==> config.mk <==
export PLATFORM = sky130hd
export DESIGN_NAME = cla_seq_adder
export DESIGN_NICKNAME = d
export VERILOG_FILES = /design/src/rtl/cla_seq_adder.sv
export SDC_FILE = /design/constraint.sdc
export NUM_CORES = 1
export LEC_CHECK = 0
export ABC_CLOCK_PERIOD_IN_PS = 4500
export CAP_MARGIN = 25
export CELL_PAD_IN_SITES_DETAIL_PLACEMENT = 0
export CELL_PAD_IN_SITES_GLOBAL_PLACEMENT = 1
export CORE_MARGIN = 4
export CORE_UTILIZATION = 42
export DETAILED_ROUTE_END_ITERATION = 10
export HOLD_SLACK_MARGIN = 0.08
export MAX_ROUTING_LAYER = met4
export PLACE_DENSITY_LB_ADDON = 0.1
export SLEW_MARGIN = 0
export SYNTH_ARGS = -nofsm -noshare
export SYNTH_HDL_FRONTEND = slang
export SYNTH_SLANG_ARGS = --single-unit
==> constraint.sdc <==
create_clock -name clk -period 4.5 [get_ports clk]
set_input_delay 1.125 -clock clk [delete_from_list [all_inputs] [get_ports clk]]
set_output_delay 1.125 -clock clk [all_outputs]
set_load 0.005 [all_outputs]
==> src/rtl/cla_seq_adder.sv <==
// cla_seq_adder: nibble-serial CLA add/sub (start/busy/done; in1,in2,c_in,sub -> sum,c_out,p,g,ovf)
module cla_seq_adder #(
  parameter int WIDTH = 16
) (
  input  logic             clk,
  input  logic             rst,
  input  logic             start,
  input  logic [WIDTH-1:0] in1,
  input  logic [WIDTH-1:0] in2,
  input  logic             c_in,
  input  logic             sub,
  output logic             busy,
  output logic             done,
  output logic [WIDTH-1:0] sum,
  output logic             c_out,
  output logic             p,
  output logic             g,
  output logic             ovf
);
  localparam int NIB = WIDTH / 4;
  localparam int KW = NIB > 1 ? $clog2(NIB) : 1;
  typedef enum logic [1:0] {IDLE, RUN, DONE} state_t;
  state_t state;
  logic [WIDTH-1:0] a, b, acc;
  logic [WIDTH+3:0] cat;
  logic [KW-1:0] k;
  logic cy, p_acc, g_acc, pk, gk, go, last;
  logic [3:0] an, bn, pn, gn, sn;
  logic [4:0] c;
  always_comb begin
    an = a[3:0];
    bn = b[3:0];
    gn = an & bn;
    pn = an ^ bn;
    pk = &pn;
    gk = gn[3] | (pn[3] & gn[2]) | (pn[3] & pn[2] & gn[1]) | (pn[3] & pn[2] & pn[1] & gn[0]);
    c[0] = cy;
    c[1] = gn[0] | (pn[0] & cy);
    c[2] = gn[1] | (pn[1] & gn[0]) | (pn[1] & pn[0] & cy);
    c[3] = gn[2] | (pn[2] & gn[1]) | (pn[2] & pn[1] & gn[0]) | (pn[2] & pn[1] & pn[0] & cy);
    c[4] = gk | (pk & cy);
    sn = pn ^ c[3:0];
    cat = {sn, acc};
    go = start && state != RUN;
    last = k == KW'(NIB - 1);
  end
  always_ff @(posedge clk) begin
    if (rst) begin
      state <= IDLE;
      {a, b, acc, k, cy, p_acc, g_acc} <= '0;
      {busy, done, sum, c_out, p, g, ovf} <= '0;
    end else if (go) begin
      a <= in1;
      b <= sub ? ~in2 : in2;
      cy <= sub ^ c_in;
      p_acc <= 1'b1;
      g_acc <= 1'b0;
      k <= '0;
      state <= RUN;
      busy <= 1'b1;
      done <= 1'b0;
    end else if (state == RUN) begin
      a <= a >> 4;
      b <= b >> 4;
      acc <= cat[WIDTH+3:4];
      cy <= c[4];
      p_acc <= p_acc & pk;
      g_acc <= gk | (pk & g_acc);
      k <= k + 1'b1;
      if (last) begin
        sum <= cat[WIDTH+3:4];
        c_out <= c[4];
        p <= p_acc & pk;
        g <= gk | (pk & g_acc);
        ovf <= c[3] ^ c[4];
        state <= DONE;
        busy <= 1'b0;
        done <= 1'b1;
      end
    end else begin
      done <= 1'b0;
      state <= IDLE;
    end
  end
endmodule

==> results.py, run 1 <==
metrics = {
    "timing": {
        "fin_tns_setup_ns": 0,
        "holdWs_ns": 0.4445,
        "min_period_ns": 2.820,
        "tightest_slew_ns": 0.9433,
        "maxSlewViolCount": 0,
        "worst_slew_margin_rel": 0.3692,
        "hold_viol": 0,
        "fmax_ghz": 0.3546,
        "finClkSkew_ns": 0.01101,
        "rsz0062_at_grt": "no",
        "setup_violations": 0,
        "period_share": 0.6266,
    },
    "clocking": {
        "cts_max_path_buffers": 2,
        "cts_setup_buffers": 0,
        "cts.clk_slew.worst_paths_ns": 0.08,
        "cts.sinks": 72,
        "cts_tree": "done",
        "ctsHtreeMaxLevel": 3,
        "cts_hold_buf": 0,
        "cts_buffers": 9,
        "cts_root_buffer": "clkbuf_8",
        "cts_resized": 0,
        "clock_latency_ns": 0.34,
    },
    "grt": {
        "overflow": 0,
        "grt_max_degree": 55,
        "grt_pass1_vias": 2272,
        "track_usage": 0.1617,
        "grt_pass1_wl_um": 10800,
        "grt_antenna_before_repair": 0,
    },
    "floorplanning": {
        "initial_core_util": 0.4414,
        "die_w_um": 93.43,
        "die_h_um": 93.43,
        "ios": 59,
        "dieArea_sq_um": 8729,
        "core-area_sq_um": 6944,
        "rows": 30,
    },
    "drt": {
        "wl_um": 6503,
        "drc_errors": 0,
        "drt_iter0_drc": 105,
        "via_per_inst": 5.069,
        "wl_per_cell_um": 13.55,
        "ant_nets": 0,
        "vias": 2433,
        "dr.pass1.iters": 4,
    },
    "yosys": {
        "synthAdderAreaFrac": 0.02694,
        "synth_largest_area_cell": "dfxtp_1",
        "synthTopCellsByArea": "dfxtp_1 47%, a211oi_1 7.1%, nor2_1 5.9%",
        "yosysWarnings": 0,
        "ys_types": 39,
        "syn-cell-area_sq_um": 3065,
        "netlist.area_leader.share": 0.4702,
        "yosysSeqAreaShare": 0.4702,
        "synth.net_count": 375,
        "synthCells": 332,
        "ys_ff_latch": 72,
        "synth_top_family_by_area": "compound AO/OA/AOI/OAI gates",
        "synth_xor_xnor_area_share": 0.05429,
        "synth_compound_area_frac": 0.2049,
        "synthMuxAreaShare": 0.05224,
        "syn_avg_cell_area_sq_um": 9.233,
        "synthSimpleGateAreaFrac": 0.1306,
    },
    "critical_path": {
        "start_kind": "primary input",
        "rrSetupSlack_ns": 2.67,
        "crit_type": "in -> reg",
        "crit_fanout": 21,
        "end_kind": "register",
        "cp.arrival_ns": 3.06,
        "worstPathRequired_ns": 4.74,
    },
    "layout": {
        "fillers": 647,
        "multiInputGateArea_sq_um": 1440,
        "areaGrowthSynthToFinish_pct": 25.92,
        "register_area_sq_um": 1441,
        "antennaDiodeCount": 0,
        "fin_nets": 422,
        "drive_above_1_share": 0.06771,
    },
    "place": {
        "io_buffers": 58,
        "hpwl_um": 4243,
        "gp_congestion": 0.7256,
    },
    "run_status": {
        "status": "finished clean",
    },
    "pwr": {
        "finalPower_mw": 1.391,
        "p_leak_nw": 1.476,
        "ir_drop_v": 0.0001608,
        "powerDensity_nw_per_um2": 360.3,
    },
    "run": {
        "cap_viol_max_count": 0,
    },
    "hold_path": {
        "hold_class": "reg -> reg",
    },
}
-- final timing paths --
check                               from     to  depth (start not counted)
worst max-delay path                 rst    ovf                          4
worst min-delay path               c_out  c_out                          2
worst max register to register  state[0]    ovf                          5
worst min register to register     c_out  c_out                          2
-- power breakdown --
| group | switching, mW | internal [mW] | leakage [nW] |
|---|---|---|---|
| sequential | 0.0187 | 0.668 | 0.588 |
| combinational | 0.0930 | 0.0879 | 0.789 |
| clock | 0.251 | 0.273 | 0.0989 |
-- registers in the layout (all words and copies together) (netlist names) --
signal  count
acc        12
g           1
p           1
state       2
c_out       1
g_acc       1
p_acc       1
ovf         1
a          16
sum        16
b          16
busy        1
k           2
cy          1
-- cell usage in the layout (no fill, tap or decap), types with 2 or more instances in the layout --
| master | instances |
|---|---|
| dfxtp_1 | 72 |
| nor2b_1 | 2 |
| nand3b_1 | 2 |
| xnor2_1 | 18 |
| clkdlybuf4s50_1 | 57 |
| clkinv_4 | 2 |
| a21oi_1 | 32 |
| inv_1 | 4 |
| a22o_1 | 14 |
| a211oi_1 | 29 |
| clkbuf_8 | 10 |
| and2_1 | 2 |
| mux2i_1 | 16 |
| o21ai_1 | 3 |
| clkinvlp_4 | 2 |
| nor2_1 | 48 |
| o21ai_0 | 4 |
| ha_1 | 5 |
| a21o_1 | 2 |
| nand2_1 | 33 |
| a211o_1 | 2 |
| buf_4 | 3 |
-- per-stage QoR --
stage | instance area [sq um] | instances | setup WS [ns] | utilization
after floorplan | 3065 | 332 | 2.482 | -
after global placement | 3627 | 463 | 1.343 | 0.5223
after detailed placement | 3627 | 463 | 1.337 | 0.5223
after CTS | 3832 | 479 | 1.690 | 0.5519
after global routing | 3860 | 480 | 1.518 | 0.5559
final | 3860 | 480 | 1.680 | 0.5559
-- per-layer routing --
layer  vias up  track usage  part of all wire
li1       1255            -                 -
met1      1113       0.2071              0.47
met3         8      0.03620             0.047
met4         0      0.07326             0.013
met2        57       0.2436              0.47
met5         -            -                 0
-- synthesized netlist by cell type --
cell and count:
xor2_1 1, nor2b_1 3, dfxtp_1 72, a21oi_2 1
and2_1 2, o311ai_1 1, a22o_1 14, xnor2_1 18
a211o_1 2, and3_1 1, nand3_4 1, a32o_1 1
o21ai_1 3, nand3b_1 2, clkinv_4 1, a21oi_1 32
inv_1 4, ha_1 5, buf_6 2, fa_1 1
nand2_1 33, nand4_1 1, buf_12 1, nand3_1 1
a211oi_1 29, inv_2 1, nand2b_1 1, o2111ai_1 1
buf_4 4, and4_1 1, o21a_1 1, o211ai_1 1
buf_2 12, nor2_1 48, mux2i_1 16, clkbuf_1 7
a21o_1 2, o21ai_0 4, a31o_1 1
-- critical path: stages --
cell and delay (ns):
clkdlybuf4s50_1 0.81, a21oi_2 0.88, nand2_1 0.13, o311ai_1 0.10
-- area by class of cell --
class / count / area share
Clock buffer: 10 / 0.03566
Clock inverter: 6 / 0.01750
Inverter: 6 / 0.007131
Multi-Input combinational cell: 228 / 0.3731
Sequential cell: 72 / 0.3734
Tap cell: 96 / 0.03112
Timing Repair Buffer: 62 / 0.1621
-- logic make-up after synthesis --
group	count (synthesis)
multiplexers	16
flip-flops	72
AND/OR/NAND/NOR	94
buffers and inverters	32
XOR/XNOR	19
adder cells (fa/ha/maj)	6
AO/OA/AOI/OAI	93
No activity file was read; power rests on OpenSTA's default activity.
==> inputs of run 2 (changes only) <==
Settings changed: ABC_CLOCK_PERIOD_IN_PS 4500 to 2800, CORE_UTILIZATION 42 to 39.
Clock period 4.5 ns to 2.8 ns, I/O delays scaled along.
==> results.py, run 2 (synthesized netlist as in run 1, its figures left out) <==
metrics = {
    "place": {
        "dp_cells": 473,
        "place_ws_ns": 0.7622,
        "gp_congestion": 0.7060,
        "io_buffers": 58,
        "placed_area_sq_um": 3677,
        "hpwl_um": 4458,
    },
    "critical_path": {
        "worstSetupStartpoint": "state[1]",
        "start_kind": "register",
        "crit_slowest_cell": "clkdlybuf4s50_1",
        "path_depth": 1,
        "cp_cell_sequence": "clkdlybuf4s50_1",
        "cp.arrival_ns": 1.21,
        "reg2regPathDepth": 5,
        "cp_slowest_stage_delay_ns": 0.51,
        "worstPathRequired_ns": 2.10,
        "worstPathBufferInverterCount": 1,
        "r2r-start": "state[0]",
        "crit_fanout": 4,
        "end_kind": "primary output",
        "crit_family": "buffers and inverters",
        "crit_type": "reg -> out",
    },
    "pwr": {
        "ir_drop_v": 0.0002306,
        "finalPower_mw": 2.198,
        "powerDensity_nw_per_um2": 567.5,
        "p_leak_nw": 1.492,
    },
    "floorplanning": {
        "die_w_um": 96.66,
        "dieArea_sq_um": 9342,
        "ios": 59,
        "die_h_um": 96.66,
        "rows": 32,
        "initial_core_util": 0.3988,
        "core-area_sq_um": 7687,
    },
    "grt": {
        "grt_max_degree": 46,
        "grt-busiest-layer": "met2",
        "overflow": 0,
        "grtUsageMet2": 0.2176,
        "grt_pass1_vias": 2216,
        "grt_pass1_wl_um": 10800,
        "gr-usage-met1": 0.1871,
        "grt_antenna_before_repair": 0,
        "track_usage": 0.1455,
        "use_met3": 0.03461,
    },
    "clocking": {
        "cts.clk_slew.worst_paths_ns": 0.08,
        "cts.sinks": 72,
        "ctsHtreeMaxLevel": 3,
        "cts_setup_buffers": 0,
        "cts_tree": "done",
        "cts_resized": 0,
        "cts_hold_buf": 0,
        "cts_max_path_buffers": 2,
        "clock_latency_ns": 0.34,
        "cts_root_buffer": "clkbuf_8",
        "cts_buffers": 9,
    },
    "timing": {
        "rsz0062_at_grt": "no",
        "hold_viol": 0,
        "finClkSkew_ns": 0.008435,
        "maxSlewViolCount": 0,
        "worst_slew_margin_rel": 0.6810,
        "tightest_slew_ns": 0.4786,
        "fmax_ghz": 0.5226,
        "period_share": 0.6834,
        "setup_violations": 0,
        "min_period_ns": 1.913,
        "fin_ws_ns": 0.8865,
        "fin_tns_setup_ns": 0,
    },
    "drt": {
        "dr.pass1.iters": 4,
        "wl_um": 6478,
        "drt_iter0_drc": 109,
        "wl_per_cell_um": 13.25,
        "drc_errors": 0,
        "vias": 2434,
        "ant_nets": 0,
        "via_per_inst": 4.978,
    },
    "layout": {
        "fillers": 779,
        "final_area_sq_um": 3872,
        "final_common_cell": "dfxtp_1",
        "instances_no_fill": 489,
        "drive_above_1_share": 0.07494,
        "top_regs": "a (16), b (16), sum (16)",
        "fin_nets": 425,
        "antennaDiodeCount": 0,
        "layout_common_cells": "72 x dfxtp_1, 57 x clkdlybuf4s50_1, 48 x nor2_1",
        "areaGrowthSynthToFinish_pct": 26.33,
    },
    "run_status": {
        "status": "finished clean",
    },
    "hold_path": {
        "holdPathStages": 2,
        "hold_class": "reg -> reg",
        "min_from": "c_out",
    },
    "run": {
        "cap_viol_max_count": 0,
    },
}
-- run 2: changes by cell type in the layout (fill, tap and decap cells not counted), sizes merged --
cell,previous run,this run
buf,5,8
clkinv,3,6
clkinvlp,2,0
clkbuf,10,9
-- run 2: final timing paths --
check	to	slack, ns
worst max register to register	sum[8]	1.12
worst max-delay path	done	0.89
worst min-delay path	c_out	0.44
worst min register to register	c_out	0.44
-- run 2: through the flow --
| stage | hold WS (ns) | util |
|---|---|---|
| finish | 0.4448 | 0.5037 |
| global route | 0.4762 | 0.5037 |
| detailed placement | 0.4412 | 0.4784 |
| floorplan | 0.4360 | - |
| CTS | 0.4531 | 0.5037 |
| global placement | 0.4346 | 0.4784 |
-- run 2: cell type report --
type,instances,area [sq um],area share
sequential,72,1441,0.3722
multi-input combinational,228,1440,0.3719
tap,102,127.6,0.03296
timing repair buffer,65,640.6,0.1654
clock buffer,9,123.9,0.03199
clock inverter,7,71.32,0.01842
inverter,6,27.53,0.007108
-- run 2: layer usage --
| layer | part of all wire | routed length, um |
|---|---|---|
| met4 | 0.018 | 114 |
| met2 | 0.46 | 3010 |
| met3 | 0.059 | 385 |
| met1 | 0.46 | 2967 |
| met5 | 0 | 0 |
-- run 2: where the power goes --
group | switching [mW] | total, mW | internal, mW
clock | 0.390 | 0.803 | 0.413
sequential | 0.0297 | 1.10 | 1.07
combinational | 0.149 | 0.292 | 0.143
==> inputs of run 3 (changes only) <==
Settings changed: ABC_CLOCK_PERIOD_IN_PS 2800 to 1900.
Clock period 2.8 ns to 1.9 ns, I/O delays scaled along.
==> results.py, run 3 (synthesized netlist as in run 1, its figures left out) <==
metrics = {
    "grt": {
        "grt_pass1_wl_um": 11040,
        "grt_pass1_vias": 2332,
        "track_usage": 0.1470,
        "overflow": 0,
        "grt_antenna_before_repair": 0,
        "grt_max_degree": 55,
    },
    "hold_path": {
        "holdPathEnd": "c_out",
        "holdPathStages": 2,
        "hold_class": "reg -> reg",
        "min_from": "c_out",
    },
    "critical_path": {
        "start_kind": "register",
        "timing.rr.end": "acc[15]",
        "crit_family": "buffers and inverters",
        "worstPathBufferInverterCount": 1,
        "rrSetupSlack_ns": 0.24,
        "worstPathRequired_ns": 1.42,
        "crit_type": "reg -> out",
        "reg2regPathDepth": 5,
        "worstSetupStartpoint": "state[1]",
        "cp.arrival_ns": 1.24,
        "cp_slowest_stage_delay_ns": 0.52,
        "end_kind": "primary output",
        "crit_slowest_cell": "clkdlybuf4s50_1",
        "cp_cell_sequence": "clkdlybuf4s50_1",
        "crit_fanout": 4,
        "r2r-start": "b[0]",
    },
    "drt": {
        "drt_iter0_drc": 71,
        "vias": 2422,
        "wl_per_cell_um": 13.32,
        "via_per_inst": 4.913,
        "ant_nets": 0,
        "drc_errors": 0,
        "dr.pass1.iters": 4,
        "wl_um": 6566,
    },
    "pwr": {
        "powerDensity_nw_per_um2": 870.8,
        "switching_power_mw": 0.8880,
        "p_sw_frac": 0.2577,
        "p_leak_nw": 1.525,
        "ir_drop_v": 0.0003906,
        "power_frac_clock": 0.399,
        "pwr-share-seq": 0.471,
        "p_comb_frac": 0.130,
        "intPower_mw": 2.558,
    },
    "floorplanning": {
        "rows": 32,
        "die_w_um": 96.66,
        "initial_core_util": 0.3988,
        "die_h_um": 96.66,
        "dieArea_sq_um": 9342,
        "ios": 59,
        "core-area_sq_um": 7687,
    },
    "timing": {
        "setup_violations": 0,
        "finClkSkew_ns": 0.01276,
        "min_period_ns": 1.717,
        "rsz0062_at_grt": "no",
        "worst_slew_margin_rel": 0.6816,
        "hold_viol": 0,
        "tightest_slew_ns": 0.4754,
        "fmax_ghz": 0.5825,
        "maxSlewViolCount": 0,
        "fin_tns_setup_ns": 0,
        "period_share": 0.9036,
    },
    "layout": {
        "areaGrowthSynthToFinish_pct": 29.10,
        "top_regs": "a (16), b (16), sum (16)",
        "drive_above_1_share": 0.08440,
        "antennaDiodeCount": 0,
        "fin_nets": 429,
        "layout_common_cells": "72 x dfxtp_1, 57 x clkdlybuf4s50_1, 48 x nor2_1",
        "final_common_cell": "dfxtp_1",
        "final_area_sq_um": 3958,
    },
    "clocking": {
        "cts_max_path_buffers": 2,
        "cts_resized": 0,
        "ctsHtreeMaxLevel": 3,
        "cts_setup_buffers": 0,
        "clock_latency_ns": 0.35,
        "cts_tree": "done",
        "cts.sinks": 72,
        "cts_root_buffer": "clkbuf_8",
        "cts_hold_buf": 0,
        "cts.clk_slew.worst_paths_ns": 0.08,
        "cts_buffers": 9,
    },
    "place": {
        "hpwl_um": 4590,
        "io_buffers": 58,
        "gp_congestion": 0.7462,
        "placed_area_sq_um": 3732,
    },
    "run": {
        "cap_viol_max_count": 0,
    },
    "run_status": {
        "status": "finished clean",
    },
}
-- run 3: cell types whose count changed in the layout (fill, tap and decap cells not counted), sizes merged --
cell      change
buf           +4
inv           +2
clkinvlp      +2
bufinv        +1
clkinv        -5
-- run 3: area by class of cell --
class	count	area, sq um
Clock buffer	9	123.9
Clock inverter	7	101.3
Sequential cell	72	1441
Timing Repair Buffer	69	695.7
Multi-Input combinational cell	228	1440
Inverter	6	27.53
Fill cell	756	3730
Tap cell	102	127.6
-- run 3: power groups by stage --
stage / clock network, mW / registers (mW) / logic (mW)
after floorplan: 0 / 1.65 / 0.304
after CTS: 1.41 / 1.63 / 0.456
after global routing: 1.47 / 1.64 / 0.501
final: 1.37 / 1.62 / 0.448
after global placement: 0 / 1.66 / 0.449
after detailed placement: 0 / 1.66 / 0.452
-- run 3: stage by stage --
| stage | total power, mW | hold slack [ns] | setup WS [ns] | utilization | instances |
|---|---|---|---|---|---|
| detailed placement | 2.113 | 0.4356 | 0.1392 | 0.4855 | 477 |
| global route | 3.612 | 0.4741 | 0.1198 | 0.5148 | 493 |
| finish | 3.446 | 0.4416 | 0.1832 | 0.5148 | 493 |
| floorplan | 1.951 | 0.4360 | 0.3578 | - | 332 |
| global placement | 2.109 | 0.4338 | 0.1707 | 0.4855 | 477 |
| CTS | 3.491 | 0.4485 | 0.1492 | 0.5148 | 493 |
-- run 3: worst max-delay path by stage --
stage,endpoint,cells after the start
2_1_floorplan,acc[15],5
3_3_place_gp,p,5
3_5_place_dp,p,5
4_1_cts,done,1
5_1_grt,done,1
6_report,done,1
-- run 3: routing by layer --
metal,GRT usage,wire [um]
met3,0.02884,255
met1,0.1813,3129
met2,0.2357,3052
met4,0.06156,128
met5,-,0
